**config.mk**
```make
export PLATFORM = sky130hd
export DESIGN_NAME = tm1638_responder_flat
export DESIGN_NICKNAME = d
export VERILOG_FILES = /design/src/rtl/tm1638_responder_if.sv /design/src/rtl/tm1638_responder.sv /design/src/flat_wrapper.sv
export SDC_FILE = /design/constraint.sdc
export NUM_CORES = 1
export LEC_CHECK = 0
export BUFFER_PORTS_ARGS = -buffer_cell sky130_fd_sc_hd__buf_4
export CORE_ASPECT_RATIO = 1.1
export CORE_MARGIN = 8
export CORE_UTILIZATION = 25
export CTS_BUF_LIST = sky130_fd_sc_hd__clkbuf_16
export CTS_CLUSTER_DIAMETER = 150
export CTS_CLUSTER_SIZE = 20
export DETAILED_ROUTE_END_ITERATION = 8
export GPL_TIMING_DRIVEN = 1
export PLACE_DENSITY = 0.37
export SETUP_SLACK_MARGIN = 0.2
export SLEW_MARGIN = 20
export SYNTH_ARGS = -nofsm -noshare
export SYNTH_HDL_FRONTEND = slang
export SYNTH_SLANG_ARGS = --single-unit
```
**constraint.sdc**
```tcl
create_clock -name clock -period 2.1 [get_ports clock]
set_input_delay 0 -clock clock [delete_from_list [all_inputs] [get_ports clock]]
set_output_delay 0 -clock clock [all_outputs]
set_load 0.02 [all_outputs]
```
**src/rtl/tm1638_responder_if.sv**
```systemverilog
// Serial STB/CLK/DIO link between a TM1638 master and the responder model.
interface tm1638_responder_if;
    logic sio_clk;
    logic sio_stb;
    logic sio_dio_in;
    logic sio_dio_out;
    logic sio_dio_oe;

    modport master (
        output sio_clk,
        output sio_stb,
        output sio_dio_in,
        input  sio_dio_out,
        input  sio_dio_oe
    );

    modport slave (
        input  sio_clk,
        input  sio_stb,
        input  sio_dio_in,
        output sio_dio_out,
        output sio_dio_oe
    );
endinterface

```
**src/rtl/tm1638_responder.sv**
```systemverilog
// TM1638 device-side model: decodes the serial command stream, holds display RAM
// and display control, and returns key-scan bytes on read commands.
module tm1638_responder #(
    parameter int SYNC_STAGES = 2
) (
    input  logic                 clock,
    input  logic                 reset_n,
    tm1638_responder_if.slave    sio,
    input  logic [7:0]           keys,
    input  logic [3:0]           ram_addr,
    output logic [7:0]           ram_data,
    output logic                 display_on,
    output logic [2:0]           brightness,
    output logic                 frame_done,
    output logic                 cmd_error
);

    typedef enum logic [2:0] {S_IDLE, S_CMD, S_WRITE, S_READ, S_DROP} state_t;

    // Key-scan bit for transmit index idx: bit 0 of a byte is key k, bit 4 is key k+4.
    function automatic logic tx_bit(input logic [7:0] kv, input logic [4:0] idx);
        logic b;
        case (idx[2:0])
            3'd0:    b = kv[{1'b0, idx[4:3]}];
            3'd4:    b = kv[{1'b1, idx[4:3]}];
            default: b = 1'b0;
        endcase
        return b;
    endfunction

    logic [SYNC_STAGES-1:0] clk_sync_q, clk_sync_d;
    logic [SYNC_STAGES-1:0] stb_sync_q, stb_sync_d;
    logic [SYNC_STAGES-1:0] dio_sync_q, dio_sync_d;
    logic                   clk_prev_q, clk_prev_d;
    logic                   stb_prev_q, stb_prev_d;
    logic                   clk_s, stb_s, dio_s;
    logic                   clk_rise_s, clk_fall_s, stb_rise_s, stb_fall_s;
    logic [7:0]             rx_byte_s;

    state_t     state_q, state_d;
    logic [2:0] bit_cnt_q, bit_cnt_d;
    logic [6:0] shreg_q, shreg_d;
    logic [5:0] tx_cnt_q, tx_cnt_d;
    logic [7:0] keys_lat_q, keys_lat_d;
    logic [3:0] addr_q, addr_d;
    logic       fixed_q, fixed_d;
    logic       disp_on_q, disp_on_d;
    logic [2:0] bright_q, bright_d;
    logic       oe_q, oe_d;
    logic       dout_q, dout_d;
    logic       frame_done_q, frame_done_d;
    logic       cmd_error_q, cmd_error_d;
    logic [7:0] ram_q [16];
    logic [7:0] ram_d [16];

    // Synchronizer shift and edge-detect history.
    always_comb begin
        clk_sync_d = {clk_sync_q[SYNC_STAGES-2:0], sio.sio_clk};
        stb_sync_d = {stb_sync_q[SYNC_STAGES-2:0], sio.sio_stb};
        dio_sync_d = {dio_sync_q[SYNC_STAGES-2:0], sio.sio_dio_in};
        clk_prev_d = clk_s;
        stb_prev_d = stb_s;
    end

    assign clk_s      = clk_sync_q[SYNC_STAGES-1];
    assign stb_s      = stb_sync_q[SYNC_STAGES-1];
    assign dio_s      = dio_sync_q[SYNC_STAGES-1];
    assign clk_rise_s = clk_s & ~clk_prev_q;
    assign clk_fall_s = ~clk_s & clk_prev_q;
    assign stb_rise_s = stb_s & ~stb_prev_q;
    assign stb_fall_s = ~stb_s & stb_prev_q;
    assign rx_byte_s  = {dio_s, shreg_q};

    // Frame FSM: strobe edges take priority over clock edges.
    always_comb begin
        state_d      = state_q;
        bit_cnt_d    = bit_cnt_q;
        shreg_d      = shreg_q;
        tx_cnt_d     = tx_cnt_q;
        keys_lat_d   = keys_lat_q;
        addr_d       = addr_q;
        fixed_d      = fixed_q;
        disp_on_d    = disp_on_q;
        bright_d     = bright_q;
        oe_d         = oe_q;
        dout_d       = dout_q;
        frame_done_d = 1'b0;
        cmd_error_d  = cmd_error_q;
        ram_d        = ram_q;
        if (stb_fall_s) begin
            state_d     = S_CMD;
            bit_cnt_d   = 3'd0;
            oe_d        = 1'b0;
            dout_d      = 1'b1;
            cmd_error_d = cmd_error_q | (state_q != S_IDLE);
        end else if (stb_rise_s && (state_q != S_IDLE)) begin
            state_d      = S_IDLE;
            bit_cnt_d    = 3'd0;
            oe_d         = 1'b0;
            dout_d       = 1'b1;
            frame_done_d = 1'b1;
            cmd_error_d  = cmd_error_q | (bit_cnt_q != 3'd0);
        end else begin
            case (state_q)
                S_CMD, S_WRITE: begin
                    if (clk_rise_s && !oe_q) begin
                        shreg_d   = rx_byte_s[7:1];
                        bit_cnt_d = bit_cnt_q + 3'd1;
                        if (bit_cnt_q != 3'd7) begin
                            state_d = state_q;
                        end else if (state_q == S_WRITE) begin
                            ram_d[addr_q] = rx_byte_s;
                            addr_d        = fixed_q ? addr_q : addr_q + 4'd1;
                        end else begin
                            case (rx_byte_s[7:6])
                                2'b01: begin
                                    fixed_d = rx_byte_s[2];
                                    if (rx_byte_s[1]) begin
                                        keys_lat_d = keys;
                                        tx_cnt_d   = 6'd0;
                                        state_d    = S_READ;
                                    end else begin
                                        state_d = S_DROP;
                                    end
                                end
                                2'b10: begin
                                    disp_on_d = rx_byte_s[3];
                                    bright_d  = rx_byte_s[2:0];
                                    state_d   = S_DROP;
                                end
                                2'b11: begin
                                    addr_d  = rx_byte_s[3:0];
                                    state_d = S_WRITE;
                                end
                                default: begin
                                    cmd_error_d = 1'b1;
                                    state_d     = S_DROP;
                                end
                            endcase
                        end
                    end else begin
                        bit_cnt_d = bit_cnt_q;
                    end
                end
                S_READ: begin
                    // 32 bits out, one extra falling edge to release DIO, then idle until STB.
                    if (clk_fall_s && (tx_cnt_q < 6'd32)) begin
                        oe_d     = 1'b1;
                        dout_d   = tx_bit(keys_lat_q, tx_cnt_q[4:0]);
                        tx_cnt_d = tx_cnt_q + 6'd1;
                    end else if (clk_fall_s && (tx_cnt_q == 6'd32)) begin
                        oe_d     = 1'b0;
                        dout_d   = 1'b1;
                        tx_cnt_d = 6'd33;
                    end else begin
                        tx_cnt_d = tx_cnt_q;
                    end
                end
                default: begin
                    state_d = state_q;
                end
            endcase
        end
    end

    // State registers; STB history resets low so a frame already in progress at reset release is not seen as a new one.
    always_ff @(posedge clock or negedge reset_n) begin
        if (!reset_n) begin
            clk_sync_q   <= {SYNC_STAGES{1'b1}};
            stb_sync_q   <= {SYNC_STAGES{1'b0}};
            dio_sync_q   <= {SYNC_STAGES{1'b1}};
            clk_prev_q   <= 1'b1;
            stb_prev_q   <= 1'b0;
            state_q      <= S_IDLE;
            bit_cnt_q    <= 3'd0;
            shreg_q      <= 7'd0;
            tx_cnt_q     <= 6'd0;
            keys_lat_q   <= 8'h00;
            addr_q       <= 4'd0;
            fixed_q      <= 1'b0;
            disp_on_q    <= 1'b0;
            bright_q     <= 3'd0;
            oe_q         <= 1'b0;
            dout_q       <= 1'b1;
            frame_done_q <= 1'b0;
            cmd_error_q  <= 1'b0;
            for (int i = 0; i < 16; i++) begin
                ram_q[i] <= 8'h00;
            end
        end else begin
            clk_sync_q   <= clk_sync_d;
            stb_sync_q   <= stb_sync_d;
            dio_sync_q   <= dio_sync_d;
            clk_prev_q   <= clk_prev_d;
            stb_prev_q   <= stb_prev_d;
            state_q      <= state_d;
            bit_cnt_q    <= bit_cnt_d;
            shreg_q      <= shreg_d;
            tx_cnt_q     <= tx_cnt_d;
            keys_lat_q   <= keys_lat_d;
            addr_q       <= addr_d;
            fixed_q      <= fixed_d;
            disp_on_q    <= disp_on_d;
            bright_q     <= bright_d;
            oe_q         <= oe_d;
            dout_q       <= dout_d;
            frame_done_q <= frame_done_d;
            cmd_error_q  <= cmd_error_d;
            ram_q        <= ram_d;
        end
    end

    assign sio.sio_dio_out = dout_q;
    assign sio.sio_dio_oe  = oe_q;
    assign ram_data        = ram_q[ram_addr];
    assign display_on      = disp_on_q;
    assign brightness      = bright_q;
    assign frame_done      = frame_done_q;
    assign cmd_error       = cmd_error_q;

endmodule

```
**src/flat_wrapper.sv**
```systemverilog
// flat-port wrapper written by rule: the top's interface ports become plain ports
module tm1638_responder_flat 
#(
    parameter int SYNC_STAGES = 2
)
  (clock, reset_n, keys, ram_addr, ram_data, display_on, brightness, frame_done, cmd_error, sio_sio_clk, sio_sio_stb, sio_sio_dio_in, sio_sio_dio_out, sio_sio_dio_oe);
  tm1638_responder_if sio_i ();
  input  logic clock;
  input  logic reset_n;
  input  logic [7:0] keys;
  input  logic [3:0] ram_addr;
  output logic [7:0] ram_data;
  output logic display_on;
  output logic [2:0] brightness;
  output logic frame_done;
  output logic cmd_error;
  input wire logic [$bits(sio_i.sio_clk)-1:0] sio_sio_clk;
  input wire logic [$bits(sio_i.sio_stb)-1:0] sio_sio_stb;
  input wire logic [$bits(sio_i.sio_dio_in)-1:0] sio_sio_dio_in;
  output wire logic [$bits(sio_i.sio_dio_out)-1:0] sio_sio_dio_out;
  output wire logic [$bits(sio_i.sio_dio_oe)-1:0] sio_sio_dio_oe;
  assign sio_i.sio_clk = sio_sio_clk;
  assign sio_i.sio_stb = sio_sio_stb;
  assign sio_i.sio_dio_in = sio_sio_dio_in;
  assign sio_sio_dio_out = sio_i.sio_dio_out;
  assign sio_sio_dio_oe = sio_i.sio_dio_oe;
  tm1638_responder #(.SYNC_STAGES(SYNC_STAGES)) u_core (.clock(clock), .reset_n(reset_n), .sio(sio_i), .keys(keys), .ram_addr(ram_addr), .ram_data(ram_data), .display_on(display_on), .brightness(brightness), .frame_done(frame_done), .cmd_error(cmd_error));
endmodule
```
==> out/qor.csv, run 1 <==
stage;metric;value;unit
yosys;synthMuxAreaShare;32.2;%
worst_setup_path;crit_slowest_cell;dfrtp_1;
routing;routedWlPerCell;20.4;um
final_layout;postLayoutCellArea;10900;um2
worst_setup_path;r2r-start;u_core.bit_cnt_q[1];
yosys;ys_seq_elements;176;
clock_network;clk_latency;430;ps
power;pwr_density_cell;713;nW/um2
sta;min_period_over_period;101;%
worst_setup_path;rr_worst_depth;9;
worst_setup_path;crit_type;flip-flop to flip-flop;
final_layout;fill_cells;3224;
worst_setup_path;worst_ep_arrival_time;2440;ps
sta;max_freq;471;MHz
sta;setup_violations;12;
placement;place_area;9680;um2
placement;gp_congestion;0.729;
yosys;yosys.area_share.simple;8.88;%
sta;tns;-144;ps
power;p_leak;0.00525;uW
routing;drtPass1Iterations;4;
worst_setup_path;start_kind;flip-flop;
clock_network;root_buffer;clkbuf_16;
worst_setup_path;cp.required;2420;ps
routing;ant_nets;0;
yosys;avgSynthCellArea;15.3;um2
yosys;async_flop_share;100;%
yosys;yosysSeqAreaShare;52.5;%
clock_network;cts_tree;yes;
worst_setup_path;reg2reg_to;u_core.ram_q[18];
clock_network;path_clk_slew;70;ps
floorplan;dieHeight;208;um
sta;worstMarginPinSlew;872;ps
floorplan;initial_utilization;25.3;%
grt;grt.met1_usage;15.4;%
yosys;synth_cell_types;62;
routing;drc;0;
final_layout;area_delta_synth_final;29.8;%
power;ir_drop;0.554;mV
yosys;synth_xor_area_share;0.313;%
yosys;synth_top_area_cell;dfrtp_1;
worst_setup_path;cpMostUsedCell;buf_12;
sta;skew;10.5;ps
floorplan;row_count;70;
worst_setup_path;cp_cell_sequence;ha_2, ha_4, nand4bb_4, nor4_4, buf_6, buf_12, buf_12, nand4_4, mux2_2;
sta;worst_slack;-22.0;ps
yosys;synth_edf_count;0;
yosys;syn_nets;574;
floorplan;core;33200;um2
clock_network;numCtsBuffers;17;
flow_run;cap_violations;0;
floorplan;die_w;191;um
yosys;synth_compound_area_share;2.49;%
yosys;yosys_warnings;0;
grt;busiest_layer;met2;
worst_setup_path;path_buf_inv;3;
clock_network;cts-htree-levels;4;
grt;grt_max_degree;67;
yosys;yosys-top-cells-area;dfrtp_1, mux2_2, mux4_2, dfstp_2, nand4_4;
worst_setup_path;cp_top_family;simple AND/OR/NAND/NOR gates;
routing;drtIter0Drc;199;
grt;grt_antenna_before_repair;1;
final_layout;drive_gt1_share;57.5;%
placement;dpl.hpwl;15.0;mm
routing;wl;22.4;mm
floorplan;dieArea;39700;um2
sta;rsz0062_at_grt;true;
final_layout;fin_cells;1099;
yosys;synth_top_family_by_area;multiplexers;
yosys;ys.flop_type;dfrtp_1;
yosys;synthCells;548;
worst_setup_path;cp_max_fo;8;
grt;grt_pass1_vias;5602;
routing;via_count;5070;
placement;portBuffers;32;
yosys;synth_fa_ha_area_share;1.34;%
grt;grt_pass1_wl;35.3;mm
placement;numPlacedInstances;1032;
final_layout;fin_nets;679;
worst_setup_path;endpoint_kind;flip-flop;
grt;met2_usage;19.5;%
worst_setup_path;rrSetupSlack;-20;ps
sta;final_hold_viol_count;0;
routing;vias_per_cell;4.61;
yosys;syn-cell-area;8400;um2
grt;grt-ovfl-total;0;
clock_network;clockBufferDepth;2;
floorplan;ioPinCount;33;
sta;drv_slew;0;
clock_network;clkSinkCount;176;
status;status;complete, but fails checks;
worst_setup_path;cp_slowest_stage_delay;360;ps
grt;use_met3;2.38;%
yosys;netlist.area_leader.share;50.6;%
sta;min_period;2120;ps
min_path;hold_path_class;primary input to asynchronous set/reset pin;
grt;grt_util_all_layers;11.8;%
sta;slew_headroom;41.9;%
status;violations;setup timing;
[metal layers]
| metal | vias to the layer above | part of all wire, % |
|---|---|---|
| li1 | 2288 | - |
| met1 | 2704 | 46 |
| met2 | 62 | 50 |
| met3 | 16 | 3.1 |
| met4 | 0 | 1.5 |
| met5 | - | 0 |
[stage by stage]
step | utilization, % | power (uW) | worst slack (ps) | hold WS (ps)
floorplan | - | 3910 | -46.4 | -296
global route | 32.8 | 8120 | -126 | 38.3
global placement | 29.2 | 4300 | -235 | -80.5
CTS | 32.3 | 7890 | -126 | 15.2
detailed placement | 29.2 | 4310 | -233 | -81.8
finish | 32.9 | 7780 | -22.0 | 25.9
[state kept, by name, indices dropped and copies added (netlist names), 3 cells and up]
signal	count
u_core.state_q	3
u_core.addr_q	4
u_core.keys_lat_q	8
u_core.shreg_q	7
u_core.ram_q	128
u_core.bit_cnt_q	3
u_core.brightness	3
u_core.tx_cnt_q	6
[synth_stat cells (all sizes together), types with 6 or more instances]
master	number
mux2i	6
nand3	6
buf	15
nor2	14
dfrtp	170
inv	8
mux4	42
nor3	9
dfstp	6
mux2	150
clkbuf	21
nand2	11
ha	9
nand4	10
[cells in the final DEF (no fill, tap or decap), drive strengths merged, types with 4 or more instances in the layout]
cell type / count
dfrtp: 170
mux2: 150
buf: 110
mux4: 42
clkbuf: 17
inv: 16
nor2: 14
dlygate4sd3: 12
nand2: 11
nand4: 10
nor3: 9
ha: 9
dfstp: 6
mux2i: 6
nand3: 6
nand2b: 5
and3: 5
nand4b: 5
a21oi: 4
nor4: 4
a31oi: 4
o21ai: 4
a211oi: 4
[report_power, final]
part | total [uW] | switching, uW | internal, uW
clock network | 3480 | 1540 | 1950
logic | 611 | 347 | 264
registers | 3680 | 236 | 3450
total | 7780 | 2120 | 5660
[worst max path at each step]
stage | startpoint | to | depth (start not counted)
after global routing | u_core.bit_cnt_q[0] | u_core.ram_q[82] | 9
after global placement | u_core.bit_cnt_q[1] | u_core.ram_q[100] | 8
after floorplan | u_core.bit_cnt_q[0] | u_core.ram_q[64] | 7
after CTS | u_core.bit_cnt_q[0] | u_core.ram_q[18] | 9
final | u_core.bit_cnt_q[1] | u_core.ram_q[18] | 9
after detailed placement | u_core.bit_cnt_q[1] | u_core.ram_q[97] | 8
[cell families after synthesis]
family	Yosys count
muxes	198
DFF	176
and+or+nand+nor	89
buffers and inverters	44
AOI/OAI and AO/OA	29
adders and majority gates	9
xor gates and xnor gates	3
[what timing repair did]
item,4_1_cts,5_1_grt
resized for setup,32,25
endpoints found under the setup margin,166,170
pin swaps,4,10
gates cloned,1,0
hold endpoints to repair,185,0
hold buffers,12,0
buffers inserted,14,7
[area by class of cell]
cell class / count / area, um2 / area share (%)
diodes: 1 / 2.50 / 0.0229
clock buffers: 17 / 425 / 3.90
clock inverters: 15 / 219 / 2.01
inverters: 8 / 30.0 / 0.275
multi-input cells: 328 / 4070 / 37.3
flip-flops and latches: 176 / 4410 / 40.4
well taps: 432 / 541 / 4.96
repair buffers: 122 / 1210 / 11.1
Power figures use the tool's default switching activity.
==> run 2, diff against run 1 <==
Settings changed: PLACE_DENSITY 0.37 to 0.45.
==> run 2 against run 1 <==
The flow still finishes with violations (setup timing). Sequential share of layout area increased by 0.22 points. Non-clock buffer count decreased by 8. Clock-buffer cell count unchanged. Sequential power about the same. Flip-flop and latch count unchanged. Power decreased by 4.8%. Setup slack improved by 20 ps. Critical path type unchanged. Largest cell class unchanged.
==> out/qor.csv, run 2 (same netlist as run 1, synthesis figures left out) <==
stage;metric;value;unit;change
status;status;complete, but fails checks;;unchanged
status;violations;setup timing;;unchanged
grt;grt_pass1_wl;34.0;mm;was 35.3 mm
final_layout;register_area;4410;um2;unchanged
final_layout;mostFrequentLayoutCell;dfrtp_1;;unchanged
worst_setup_path;cpMostUsedCell;or4b_4;;was buf_12
placement;dp_slack;-181;ps;was -233 ps
worst_setup_path;path_buf_inv;1;;was 3
final_layout;postLayoutCellArea;10800;um2;was 10,900 um2
sta;skew;16.4;ps;was 10.5 ps
routing;via_count;5091;;was 5,070
worst_setup_path;cp_cell_sequence;inv_2, ha_4, or4b_4, a311o_1, or4b_4, o211ai_2;;was ha_2, ha_4, nand4bb_4, nor4_4, buf_6, buf_12, buf_12, nand4_4, mux2_2
clock_network;clk_latency;430;ps;about the same
min_path;hold_path_class;primary input to asynchronous set/reset pin;;unchanged
sta;slew_headroom;44.8;%;was 41.9%
worst_setup_path;crit_slowest_cell;or4b_4;;was dfrtp_1
clock_network;cts-htree-levels;4;;unchanged
final_layout;area_delta_synth_final;29.1;%;was 29.8%
routing;drtIter0Drc;195;;was 199
sta;worst_slack;-1.51;ps;was -22.0 ps
sta;min_period;2100;ps;was 2120 ps
routing;drc;0;;unchanged
clock_network;path_clk_slew;70;ps;about the same
worst_setup_path;cp.depth;6;;was 9
grt;grt_util_all_layers;11.0;%;was 11.8%
worst_setup_path;reg2reg_to;u_core.tx_cnt_q[4];;was u_core.ram_q[18]
routing;routedWlPerCell;19.4;um;was 20.4 um
floorplan;ioPinCount;33;;unchanged
final_layout;regMostFlops;u_core.ram_q;;unchanged
sta;hold_ws;121;ps;was 25.9 ps
placement;place_area;9620;um2;was 9680 um2
worst_setup_path;rrSetupSlack;-2;ps;was -20 ps
placement;portBuffers;32;;unchanged
final_layout;fill_cells;3199;;was 3,224
final_layout;n_antenna_cell;0;;was 1
clock_network;clkSinkCount;176;;unchanged
sta;final_hold_viol_count;0;;unchanged
final_layout;top_regs;u_core.ram_q (128), u_core.keys_lat_q (8), u_core.shreg_q (7);;unchanged
sta;rsz0062_at_grt;true;;unchanged
clock_network;numCtsBuffers;17;;unchanged
worst_setup_path;startpoint;u_core.tx_cnt_q[0];;was u_core.bit_cnt_q[1]
sta;drv_slew;0;;unchanged
routing;vias_per_cell;4.67;;was 4.61
worst_setup_path;cp_top_family;simple AND/OR/NAND/NOR gates;;unchanged
worst_setup_path;cp_max_fo;3;;was 8
worst_setup_path;endpoint;u_core.tx_cnt_q[4];;was u_core.ram_q[18]
sta;setup_violations;1;;was 12
power;pwr_density_cell;683;nW/um2;was 713 nW/um2
routing;ant_nets;0;;unchanged
final_layout;largest_register_ffs;128;;unchanged
grt;grt-ovfl-total;0;;unchanged
flow_run;cap_violations;0;;unchanged
clock_network;cts_tree;yes;;unchanged
worst_setup_path;crit_type;flip-flop to flip-flop;;unchanged
sta;min_period_over_period;100;%;was 101%
final_layout;multi_input_area;4150;um2;was 4070 um2
clock_network;clockBufferDepth;2;;unchanged
worst_setup_path;start_kind;flip-flop;;unchanged
floorplan;row_count;70;;unchanged
final_layout;fin_nets;671;;was 679
floorplan;die_w;191;um;unchanged
grt;grt_max_degree;54;;was 67
power;ir_drop;0.550;mV;was 0.554 mV
final_layout;drive_gt1_share;56.8;%;was 57.5%
worst_setup_path;worst_ep_arrival_time;2450;ps;was 2440 ps
sta;worstMarginPinSlew;828;ps;was 872 ps
placement;gp_congestion;0.829;;was 0.729
placement;dpl.hpwl;14.3;mm;was 15.0 mm
worst_setup_path;rr_worst_depth;6;;was 9
floorplan;dieArea;39700;um2;unchanged
final_layout;mostFrequentLayoutCells;dfrtp_1, mux2_2, buf_4, mux4_2, mux2_4;;unchanged
grt;grt_antenna_before_repair;0;;was 1
floorplan;dieHeight;208;um;unchanged
clock_network;root_buffer;clkbuf_16;;unchanged
worst_setup_path;endpoint_kind;flip-flop;;unchanged
routing;drtPass1Iterations;4;;unchanged
worst_setup_path;cp_slowest_stage_delay;530;ps;was 360 ps
floorplan;initial_utilization;25.3;%;unchanged
power;p_leak;0.00524;uW;was 0.00525 uW
floorplan;core;33200;um2;unchanged
worst_setup_path;r2r-start;u_core.tx_cnt_q[0];;was u_core.bit_cnt_q[1]
sta;max_freq;476;MHz;was 471 MHz
grt;grt_pass1_vias;5655;;was 5,602
routing;wl;21.2;mm;was 22.4 mm
worst_setup_path;cp.required;2450;ps;was 2420 ps
[run 2: cell types whose count changed in the layout (fill, tap and decap cells not counted), moves of 2 or more]
cell / delta
bufinv_16: -2
inv_8: -2
mux2_4: +17
buf_4: -5
buf_12: -3
mux2_2: -17
[run 2: area by class of cell]
| cell class | count | share of cell area [%] |
|---|---|---|
| Inverter | 8 | 0.277 |
| Clock buffer | 17 | 3.92 |
| Timing Repair Buffer | 114 | 10.4 |
| Sequential cell | 176 | 40.7 |
| Tap cell | 432 | 4.98 |
| Clock inverter | 15 | 1.53 |
| Multi-Input combinational cell | 328 | 38.3 |
[run 2: through the flow]
stage	total power (uW)	utilization [%]	TNS (ps)	std cells
4_1_cts	7510	32.2	-5660	1080
5_1_grt	7720	32.7	-2280	1090
3_3_place_gp	4210	29.0	-7840	1026
3_5_place_dp	4230	29.0	-11570	1026
6_report	7410	32.7	-1.51	1090
2_1_floorplan	3910	-	-861	548
[run 2: timing repair]
action,in CTS,in global routing
hold buffers,12,0
setup endpoints to repair,166,167
setup buffers,9,9
gates cloned,1,1
pin swaps,10,8
endpoints found under the hold margin,100,0
gates resized for setup,62,14
[run 2: worst min path at each step]
| stage | cells past startpoint | slack (ps) | start | to |
|---|---|---|---|---|
| after floorplan | 0 | -300 | reset_n | u_core.addr_q[0] |
| final | 2 | 120 | reset_n | u_core.frame_done |
| after global routing | 2 | 160 | reset_n | u_core.frame_done |
| after global placement | 1 | 10 | reset_n | u_core.frame_done |
| after CTS | 2 | 130 | reset_n | u_core.frame_done |
| after detailed placement | 1 | 6 | reset_n | u_core.frame_done |
[run 2: power breakdown]
part	switching [uW]	total, uW	internal, uW
Combinational	301	561	260
Sequential	222	3670	3450
Clock	1490	3180	1690
Total	2010	7410	5400
[run 2: layer usage]
layer  GRT usage (%)  vias to the layer above  routed length (um)
met1            13.9                     2758                9390
met5               0                        -                   0
met2            19.0                       55               11000
met4            2.06                        0                 201
met3            2.38                        9                 545
li1                -                     2269                   -
==> run 3, diff against run 2 <==
Settings changed: HOLD_SLACK_MARGIN set to 0.15.
==> run 3 against run 2 <==
The run still ends with setup timing left. Setup slack barely moved. Power rose by 0.22%. Flip-flop and latch count did not move. Critical endpoint unchanged. Largest cell class unchanged.
==> out/qor.csv, run 3 (same netlist as run 1, synthesis figures left out) <==
stage;metric;value;unit;change
floorplan;initial_utilization;25.3;%;unchanged
placement;gp_congestion;0.829;;unchanged
status;violations;setup timing;;unchanged
final_layout;n_antenna_cell;0;;unchanged
final_layout;multi_input_area;4150;um2;unchanged
min_path;hp-start;sio_sio_clk;;
final_layout;regMostFlops;u_core.ram_q;;unchanged
worst_setup_path;cp.required;2450;ps;about the same
clock_network;cts-htree-levels;4;;unchanged
sta;slew_headroom;46.2;%;was 44.8%
clock_network;clk_latency;430;ps;about the same
routing;routedWlPerCell;19.6;um;was 19.4 um
worst_setup_path;reg2reg_to;u_core.tx_cnt_q[4];;unchanged
placement;dpl.hpwl;14.3;mm;unchanged
worst_setup_path;rrSetupSlack;-1;ps;was -2 ps
worst_setup_path;cp_max_fo;3;;unchanged
worst_setup_path;crit_type;flip-flop to flip-flop;;unchanged
floorplan;dieArea;39700;um2;unchanged
clock_network;path_clk_slew;70;ps;about the same
routing;via_count;5094;;was 5,091
floorplan;row_count;70;;unchanged
sta;skew;14.4;ps;was 16.4 ps
routing;wl;21.4;mm;was 21.2 mm
routing;drtIter0Drc;230;;was 195
worst_setup_path;rr_worst_depth;6;;unchanged
min_path;hold_path_end;u_core.clk_sync_q[0];;
sta;min_period_over_period;100;%;about the same
grt;grt_pass1_vias;5675;;was 5,655
sta;worstMarginPinSlew;806;ps;was 828 ps
clock_network;cts_tree;yes;;unchanged
sta;rsz0062_at_grt;true;;unchanged
worst_setup_path;endpoint_kind;flip-flop;;unchanged
final_layout;postLayoutCellArea;10900;um2;was 10,800 um2
sta;min_period;2100;ps;about the same
power;p_leak;0.00525;uW;was 0.00524 uW
final_layout;fill_cells;3200;;was 3,199
worst_setup_path;cp_cell_sequence;inv_2, ha_4, or4b_4, a311o_1, or4b_4, o211ai_2;;unchanged
final_layout;top_regs;u_core.ram_q (128), u_core.keys_lat_q (8), u_core.shreg_q (7);;unchanged
final_layout;fin_cells;1092;;was 1,090
worst_setup_path;path_buf_inv;1;;unchanged
grt;grt_antenna_before_repair;0;;unchanged
final_layout;fin_nets;673;;was 671
floorplan;ioPinCount;33;;unchanged
sta;tns;-1.36;ps;was -1.51 ps
status;status;complete, but fails checks;;unchanged
worst_setup_path;cp_top_family;simple AND/OR/NAND/NOR gates;;unchanged
min_path;hold_depth;2;;
floorplan;dieHeight;208;um;unchanged
grt;grt_max_degree;53;;was 54
placement;portBuffers;32;;unchanged
final_layout;mostFrequentLayoutCells;dfrtp_1, mux2_2, buf_4, mux4_2, mux2_4;;unchanged
clock_network;numCtsBuffers;17;;unchanged
routing;drtPass1Iterations;4;;unchanged
flow_run;cap_violations;0;;unchanged
final_layout;register_area;4410;um2;unchanged
grt;grt_util_all_layers;11.1;%;was 11.0%
grt;grt_pass1_wl;34.3;mm;was 34.0 mm
worst_setup_path;r2r-start;u_core.tx_cnt_q[0];;unchanged
worst_setup_path;cpMostUsedCell;or4b_4;;unchanged
sta;hold_ws;227;ps;was 121 ps
final_layout;area_delta_synth_final;29.5;%;was 29.1%
floorplan;core;33200;um2;unchanged
sta;worst_slack;-1.36;ps;was -1.51 ps
placement;numPlacedInstances;1026;;unchanged
sta;max_freq;476;MHz;about the same
clock_network;clockBufferDepth;2;;unchanged
power;pwr_density_cell;683;nW/um2;about the same
final_layout;mostFrequentLayoutCell;dfrtp_1;;unchanged
worst_setup_path;crit_slowest_cell;or4b_4;;unchanged
placement;place_area;9620;um2;unchanged
routing;ant_nets;0;;unchanged
sta;final_hold_viol_count;0;;unchanged
worst_setup_path;start_kind;flip-flop;;unchanged
final_layout;drive_gt1_share;56.8;%;about the same
min_path;hold_path_class;primary input to flip-flop;;was primary input to asynchronous set/reset pin
final_layout;largest_register_ffs;128;;unchanged
floorplan;die_w;191;um;unchanged
grt;grt-ovfl-total;0;;unchanged
clock_network;clkSinkCount;176;;unchanged
routing;drc;0;;unchanged
sta;drv_slew;0;;unchanged
worst_setup_path;worst_ep_arrival_time;2450;ps;about the same
sta;setup_violations;1;;unchanged
routing;vias_per_cell;4.66;;was 4.67
clock_network;root_buffer;clkbuf_16;;unchanged
worst_setup_path;cp_slowest_stage_delay;530;ps;about the same
power;ir_drop;0.554;mV;was 0.550 mV
-- run 3: cell types whose count changed in the layout (fill, tap and decap cells not counted) --
cell           delta
dlygate4sd3_1     +1
buf_12            +1
-- run 3: final cells by class --
cell class              count  share of cell area [%]
clock buffers              17                    3.91
clock inverters            15                    1.53
inverters                   8                   0.276
multi-input cells         328                    38.2
flip-flops and latches    176                    40.6
well taps                 432                    4.97
repair buffers            116                    10.6
-- run 3: how the worst max path moves through the flow --
stage	startpoint	endpoint	slack (ps)	cells after the start
after floorplan	u_core.bit_cnt_q[0]	u_core.ram_q[64]	-50	7
after global placement	u_core.bit_cnt_q[1]	u_core.ram_q[100]	-140	8
after detailed placement	u_core.bit_cnt_q[1]	u_core.ram_q[27]	-180	7
after CTS	u_core.bit_cnt_q[1]	u_core.ram_q[64]	-120	8
after global routing	u_core.tx_cnt_q[0]	u_core.tx_cnt_q[1]	-100	7
final	u_core.tx_cnt_q[0]	u_core.tx_cnt_q[4]	-1	6
-- run 3: where the power goes --
part / internal, uW / switching, uW / total [uW]
combinational: 265 / 304 / 569
clock: 1690 / 1490 / 3190
sequential: 3450 / 221 / 3670
total: 5410 / 2020 / 7420
-- run 3: stage by stage --
stage | worst slack [ps] | util, % | power [uW]
floorplan | -46.4 | - | 3910
global placement | -142 | 29.0 | 4210
detailed placement | -181 | 29.0 | 4230
CTS | -122 | 32.3 | 7520
global route | -103 | 32.8 | 7730
finish | -1.36 | 32.8 | 7420
-- run 3: routing by layer --
| layer | wire length (um) | part of all wire, % | GRT usage, % |
|---|---|---|---|
| met1 | 9500 | 44 | 14.0 |
| met2 | 11200 | 52 | 19.3 |
| met3 | 540 | 2.5 | 2.38 |
| met4 | 204 | 0.95 | 2.06 |
| met5 | 0 | 0 | 0 |
-- run 3: what timing repair did --
| action | CTS | global route |
|---|---|---|
| setup buffers | 9 | 9 |
| hold buffers | 14 | 0 |
| gates resized for setup | 62 | 14 |
| pin swaps | 10 | 8 |
| gates cloned | 1 | 1 |
| hold endpoints to repair | 183 | 0 |
| endpoints found under the setup margin | 166 | 167 |
-- run 3: worst reg2reg max path, cell delays in order (launching register included) --
cell	delay, ps
dfrtp_1	390
inv_2	80
ha_4	130
or4b_4	460
a311o_1	350
or4b_4	530
o211ai_2	70
